**src/rtl/mul_tree_out_collector.sv**
```systemverilog
`default_nettype none
// ============================================================================
// Module  : mul_tree_out_collector
// Brief   : Aligns bf16 multiplier-tree lane strobes into groups and queues
//           them in a small FIFO for the writeback stage.
// Rev     : 1.0  initial release
// ============================================================================
module mul_tree_out_collector #(
    parameter int DW    = 16,
    parameter int DEPTH = 4
) (
    input  logic                   clk,
    input  logic                   rst,
    input  logic [1:0]             mode,
    input  logic [4*DW-1:0]        lane_data,
    input  logic [3:0]             lane_stb,
    output logic [4*DW-1:0]        out_data,
    output logic [3:0]             out_mask,
    output logic                   out_valid,
    input  logic                   out_ready,
    output logic [$clog2(DEPTH):0] fifo_count,
    output logic                   ovf_err,
    output logic                   drop_err
);

    localparam int              AW      = $clog2(DEPTH);
    localparam int              CW      = AW + 1;
    localparam int              GW      = 4 * DW;
    localparam logic [CW-1:0]   C_DEPTH = CW'(DEPTH);

    logic [1:0]    mode_q, mode_d;
    logic [GW-1:0] hold_q, hold_d;
    logic [3:0]    hold_v_q, hold_v_d;
    logic [GW-1:0] fifo_data_q [DEPTH];
    logic [GW-1:0] fifo_data_d [DEPTH];
    logic [3:0]    fifo_mask_q [DEPTH];
    logic [3:0]    fifo_mask_d [DEPTH];
    logic [AW-1:0] wr_ptr_q, wr_ptr_d;
    logic [AW-1:0] rd_ptr_q, rd_ptr_d;
    logic [CW-1:0] count_q, count_d;
    logic          ovf_err_q, ovf_err_d;
    logic          drop_err_q, drop_err_d;

    logic [3:0]    lane_mask;
    logic [3:0]    capture;
    logic [GW-1:0] group_data;
    logic          complete;
    logic          push;
    logic          pop;

    always_comb begin
        case (mode_q)
            2'd1:    lane_mask = 4'b0101;
            2'd2:    lane_mask = 4'b0001;
            default: lane_mask = 4'b1111;
        endcase

        complete = ((hold_v_q & lane_mask) == lane_mask);
        pop      = (count_q != '0) && out_ready;
        push     = complete && ((count_q < C_DEPTH) || pop);

        // A lane being pushed this edge frees its hold register for a new strobe.
        capture  = lane_stb & lane_mask & (~hold_v_q | {4{push}});
        hold_v_d = capture | (hold_v_q & ~(lane_mask & {4{push}}));

        hold_d     = hold_q;
        group_data = '0;
        for (int k = 0; k < 4; k++) begin
            if (lane_mask[k]) begin
                group_data[k*DW +: DW] = hold_q[k*DW +: DW];
            end
            if (capture[k]) begin
                hold_d[k*DW +: DW] = lane_data[k*DW +: DW];
            end
        end

        // Mode only switches between groups so a partial group keeps its mask.
        mode_d     = (hold_v_q == 4'b0000) ? mode : mode_q;
        ovf_err_d  = ovf_err_q | (|(lane_stb & lane_mask & hold_v_q & ~{4{push}}));
        drop_err_d = drop_err_q | (complete & ~push);

        fifo_data_d = fifo_data_q;
        fifo_mask_d = fifo_mask_q;
        wr_ptr_d    = wr_ptr_q;
        rd_ptr_d    = rd_ptr_q;
        if (push) begin
            fifo_data_d[wr_ptr_q] = group_data;
            fifo_mask_d[wr_ptr_q] = lane_mask;
            wr_ptr_d              = wr_ptr_q + AW'(1);
        end
        if (pop) begin
            rd_ptr_d = rd_ptr_q + AW'(1);
        end

        case ({push, pop})
            2'b10:   count_d = count_q + CW'(1);
            2'b01:   count_d = count_q - CW'(1);
            default: count_d = count_q;
        endcase
    end

    always_ff @(posedge clk) begin
        if (!rst) begin
            mode_q     <= 2'd0;
            hold_q     <= '0;
            hold_v_q   <= 4'b0000;
            wr_ptr_q   <= '0;
            rd_ptr_q   <= '0;
            count_q    <= '0;
            ovf_err_q  <= 1'b0;
            drop_err_q <= 1'b0;
            for (int i = 0; i < DEPTH; i++) begin
                fifo_data_q[i] <= '0;
                fifo_mask_q[i] <= 4'b0000;
            end
        end else begin
            mode_q      <= mode_d;
            hold_q      <= hold_d;
            hold_v_q    <= hold_v_d;
            wr_ptr_q    <= wr_ptr_d;
            rd_ptr_q    <= rd_ptr_d;
            count_q     <= count_d;
            ovf_err_q   <= ovf_err_d;
            drop_err_q  <= drop_err_d;
            fifo_data_q <= fifo_data_d;
            fifo_mask_q <= fifo_mask_d;
        end
    end

    assign out_valid  = (count_q != '0);
    assign out_data   = out_valid ? fifo_data_q[rd_ptr_q] : '0;
    assign out_mask   = out_valid ? fifo_mask_q[rd_ptr_q] : 4'b0000;
    assign fifo_count = count_q;
    assign ovf_err    = ovf_err_q;
    assign drop_err   = drop_err_q;

endmodule
`default_nettype wire

```
**config.mk**
```make
export PLATFORM = sky130hd
export DESIGN_NAME = mul_tree_out_collector
export DESIGN_NICKNAME = d
export VERILOG_FILES = /design/src/rtl/mul_tree_out_collector.sv
export SDC_FILE = /design/constraint.sdc
export NUM_CORES = 1
export LEC_CHECK = 0
export BUFFER_PORTS_ARGS = -buffer_cell sky130_fd_sc_hd__buf_2
export CAP_MARGIN = 20
export CORE_MARGIN = 2
export CORE_UTILIZATION = 27
export CTS_CLUSTER_SIZE = 10
export DETAILED_ROUTE_END_ITERATION = 8
export SLEW_MARGIN = 0
export SYNTH_ARGS = -nofsm -noshare
export SYNTH_HDL_FRONTEND = slang
export SYNTH_SLANG_ARGS = --single-unit
```
**constraint.sdc**
```tcl
create_clock -name clk -period 4.9 [get_ports clk]
set_input_delay 0 -clock clk [delete_from_list [all_inputs] [get_ports clk]]
set_output_delay 0 -clock clk [all_outputs]
set_load 0.1 [all_outputs]
```
# == Word level (Yosys, flattened, before mapping) ==
# Cells that the tools add are included.
# W data, S select, Z words.
# op_classes
shift,0
bitwise,18
muxes,20
div_mod_pow,0
n_addsub,4
magnitude_cmp,4
n_mul,0
n_reduce_logical,8
n_eq_ne,5
# ops
operator,n
$bwmux W256,1
$mux W64,4
$bmux W64 S2,1
$demux W64 S2,1
$mux W16,4
$and A4 B4 Y4,7
$bwmux W16,1
$mux W4,4
$not A4 Y4,3
$bmux W4 S2,1
$demux W4 S2,1
$or A4 B4 Y4,2
$pmux W4 S2,1
$ge A3 B3 Y1 const B,2
$not A2 Y3,2
$pmux W3 S2,1
$add A2 B1 Y2 const B,2
$eq A2 B1 Y1 const B,2
$eq A2 B2 Y1 const B,2
$eq A4 B4 Y1,1
$logic_not A4 Y1,1
$reduce_or A4 Y1,1
$add A3 B1 Y3 const B,1
$logic_and A1 B1 Y1,3
other kinds (9),10
# totals
word_cells,78
memories,0
latch_bits,0
register_bits,351
ram_bits,0
romBits,0
output_inout_bits,74

# == Depth between registers and ports, before layout ==
# depth
word_depth,9
depth_mapped,12
mapped_depth_nobuf,11

# == Least setup slack after synthesis ==
# OpenSTA, ideal clock, no wires.
# synth_path
path_type,register -> output
startpoint,register count_q[2] (netlist: fifo_count[2])
endpoint,output out_mask[3]
path_slack_ns,1.295
stages_incl_launch_ff,5
required_time_ns,4.900
arrival_time_ns,3.605
n_path_buf,2
path_cell_list,dfxtp_1 or3_1 clkbuf_1 and2_1 buf_4
# synth_between
elab_chain_len,2
# synth_lines
element,line_no,rtl
start: declaration,40,"logic [CW-1:0] count_q, count_d;"
start signal: assignment,122,count_q <= count_d;
$reduce_bool A3 Y1,130,assign out_valid = (count_q != '0);
via out_valid,19,"output logic out_valid,"
$mux W4,132,assign out_mask = out_valid ? fifo_mask_q[rd_ptr_q] : 4'b0000;
end: declaration,18,"output logic [3:0] out_mask,"
# The timed path passes the listed nets, and every way through them passes these cells.

# == Worst setup path in the final report ==
# layout_path
startpoint,register mode_q[0]
endpoint,register count_q[2] (netlist: fifo_count[2])
# layout_between
elab_chain_len,7
word_cells_on_any_way,10
classes_between,5 x eq/ne; 2 x mux; 1 x bitwise; 2 x reduce/logical
# layout_lines
element,line_no,rtl
start: declaration,31,"logic [1:0] mode_q, mode_d;"
start signal: assignment,117,mode_q <= mode_d;
$eq A2 B2 Y1 / $eq A2 B1 Y1 (equally long branches),52,case (mode_q)
$pmux W4 S2 (*),52,
$and A4 B4 Y4,58,complete = ((hold_v_q & lane_mask) == lane_mask);
$eq A4 B4 Y1 (*),58,
$logic_and A1 B1 Y1 (*),60,push = complete && ((count_q < C_DEPTH) || pop);
$eq A2 B1 Y1 / $eq A2 B2 Y1 (equally long branches),95,"case ({push, pop})"
$pmux W3 S2 / $reduce_bool A2 Y1 (equally long branches),--,
# Mark *: on every way between the ends. The rest lies on a longest branch, timed or not.
# A chain may end at the register's enable or synchronous reset.

==> out/metrics.cfg <==
[run_status]
outcome = completed

[floorplan]
initial_utilization_pct = 27.32
die_y_um = 248.4
die_width_um = 248.4
die-area_mm2 = 0.06168
io_pins = 147
core_area_mm2 = 0.05902
row_count = 89

[placed_design]
place_area_mm2 = 0.01736
place.gp.congestion = 0.7071
io_buffers = 146
dpl.hpwl_mm = 26.63

[sta]
fmax_ghz = 0.3187
holdWs_ps = 36.43
finalSetupTns_ps = 0
rsz0062_at_grt = no
finClkSkew_ps = 27.16
max_slew_margin_pct = 30.33
min_period_ps = 3138
period_share_pct = 64.05
hold_violations = 0
setup_viol = 0
finalMaxSlewViolations = 0
worst_slew_pin_slew_ps = 1045

[setup_path]
critPathRequiredTime_ps = 5390
r2r_start = mode_q[0]
cp_max_fo = 25
start_kind = flip-flop
crit_top_cell = inv_1
r2r-end = fifo_count[2]
crit_path_cell_trace = inv_1 > ha_1 > o21ai_0 > nor3_1 > inv_1 > ha_1 > inv_1 > fa_1 > xor2_1 > or3_1 > a21oi_1
r2r_slack_ps = 1760
worst_setup_path_end_kind = flip-flop
cp_slowest_cell = ha_1
slowest_delay_ps = 720
path_class = reg -> reg
reg2reg_depth = 11
arrival_ps = 3630

[finish]
nNetsFinal = 1823
stdcell_area_mm2 = 0.01936
mostFrequentLayoutCell = nand2_1
fin_util_pct = 32.81
drive_above_1_share_pct = 18.22
final_cell_mix = nand2_1 (414), dfxtp_1 (344), mux2i_1 (299), buf_2 (145), dlygate4sd3_1 (72)
syn_to_final_growth_pct = 20.12

[routing]
num_vias = 12276
drtIter0Drc = 734
routed_wl_mm = 44.23
drt_first_pass_iters = 5
post_drt_wl_per_cell_um = 17.47
ant_nets = 0
drc = 0
viasPerCell = 4.848

[synth]
yosysTopAreaCell = dfxtp_1
synth_edf_count = 0
ys_top_cells_by_area = dfxtp_1 (43%), mux2i_1 (19%), nand2_1 (9.6%)
syn_nets = 1684
synth_top_family_by_area = multiplexers
synthArstFlopShare_pct = 0
avgSynthCellArea_um2 = 10.05
synthAdderAreaFrac_pct = 0.5898
synth-seq-area-share_pct = 43.09
synth_ff_type = dfxtp_1
synth_cells = 1604
synth_compound_area_share_pct = 4.556
synthesis.area_mm2 = 0.01612
synth_xor_xnor_area_share_pct = 0.2173
synth_mux_area_share_pct = 27.92
synth_top_area_share_pct = 43.09
ys_warn_count = 0
synthSimpleGateAreaFrac_pct = 18.65
synth-seq-cells = 347
yosysUniqueCellTypes = 47

[clock_network]
cts.sinks = 347
clk_pin_slew_ps = 60
clk_latency_ps = 580
clk_path_buf_depth = 3
cts_buffers = 42
clock-root-buffer = clkbuf_16
htree_levels = 2
cts_tree = yes

[global_route]
gr-usage-all-layers_pct = 14.31
grt_pass1_wl_mm = 69.51
grt_max_degree = 167
overflow = 0
antenna_found_initial = 7
grt_pass1_vias = 12742

[run]
maxCapViolCount = 0

[power]
total_power_mw = 6.428
p_leak_nw = 8.809
irDropWorstVdd_mv = 0.3379
p_per_area_mw_per_mm2 = 331.9

[worst_hold_path]
whs_path_depth = 3
min_path_type = in -> reg
hp-start = rst
min_to = fifo_data_q[129]

## metrics by stage
stage               setup WS, ps  cells
global placement            1739   2397
detailed placement          1762   2397
global route                1413   2532
CTS                         1688   2526
finish                      1762   2532
floorplan                   1295   1604
## final cells by class
type / count / area, um^2
fill: 6022 / 39650
multi-input combinational: 1095 / 8416
sequential: 347 / 6955
timing repair buffer: 242 / 1764
clock buffer: 51 / 1125
tap: 773 / 967.2
clock inverter: 6 / 73.82
inverter: 15 / 56.30
antenna: 3 / 7.507
## worst max path at each step
| stage | endpoint | start | slack [ps] |
|---|---|---|---|
| after floorplan | out_mask[3] | fifo_count[2] | 1290 |
| after global placement | fifo_count[2] | mode_q[0] | 1740 |
| after detailed placement | fifo_count[2] | mode_q[0] | 1760 |
| after CTS | out_data[42] | rd_ptr_q[0] | 1690 |
| after global routing | fifo_count[2] | mode_q[0] | 1410 |
| final | fifo_count[2] | mode_q[0] | 1760 |
## power by group
group	internal [mW]	switching, mW
Clock	1.61	1.20
Sequential	2.89	0.0687
Combinational	0.238	0.415
Total	4.74	1.69
## critical path, delay by kind of cell, from the launching register on
family | cells | cell delay [ps]
compound gates | 2 | 370
xor+xnor | 1 | 70
fa+ha+maj | 3 | 1160
buf+inv | 3 | 230
flops | 1 | 300
simple gates | 2 | 920
## logic make-up (layout without fill, tap and decap cells)
| family | after synthesis | in the layout |
|---|---|---|
| AND/OR/NAND/NOR | 623 | 623 |
| multiplexers | 366 | 366 |
| flip-flops | 347 | 347 |
| buffers and inverters | 162 | 314 |
| AO/OA/AOI/OAI | 95 | 95 |
| adder cells (fa/ha/maj) | 7 | 7 |
| XOR/XNOR | 4 | 4 |
| other | 0 | 3 |
## per-layer routing
| metal | GRT usage [%] | up-vias | share of wire, % |
|---|---|---|---|
| li1 | - | 5905 | - |
| met1 | 17.93 | 6033 | 44 |
| met2 | 23.67 | 248 | 48 |
| met3 | 3.049 | 82 | 4.7 |
| met4 | 6.215 | 8 | 3.2 |
| met5 | 0 | - | 0.11 |
## sequential cells by signal, indices dropped and copies added, names as in the netlist
register and count:
mode_q 2, ovf_err 1, rd_ptr_q 2, fifo_mask_q 12, hold_q 64, fifo_count 3
drop_err 1, fifo_data_q 256, hold_v_q 4, wr_ptr_q 2
## cell usage after synthesis (all sizes together), types with 17 or more instances
| library cell | number |
|---|---|
| clkbuf | 85 |
| o311ai | 17 |
| nand2 | 414 |
| buf | 62 |
| nand4 | 37 |
| mux2i | 299 |
| a21oi | 27 |
| dfxtp | 347 |
| and2 | 70 |
| nand3b | 18 |
| mux4 | 67 |
## timing repair
item	CTS	global route
hold endpoints to repair	72	0
resized for setup	0	0
hold buffers	72	0
buffers inserted	0	0
No activity file was read; power rests on OpenSTA's default activity.
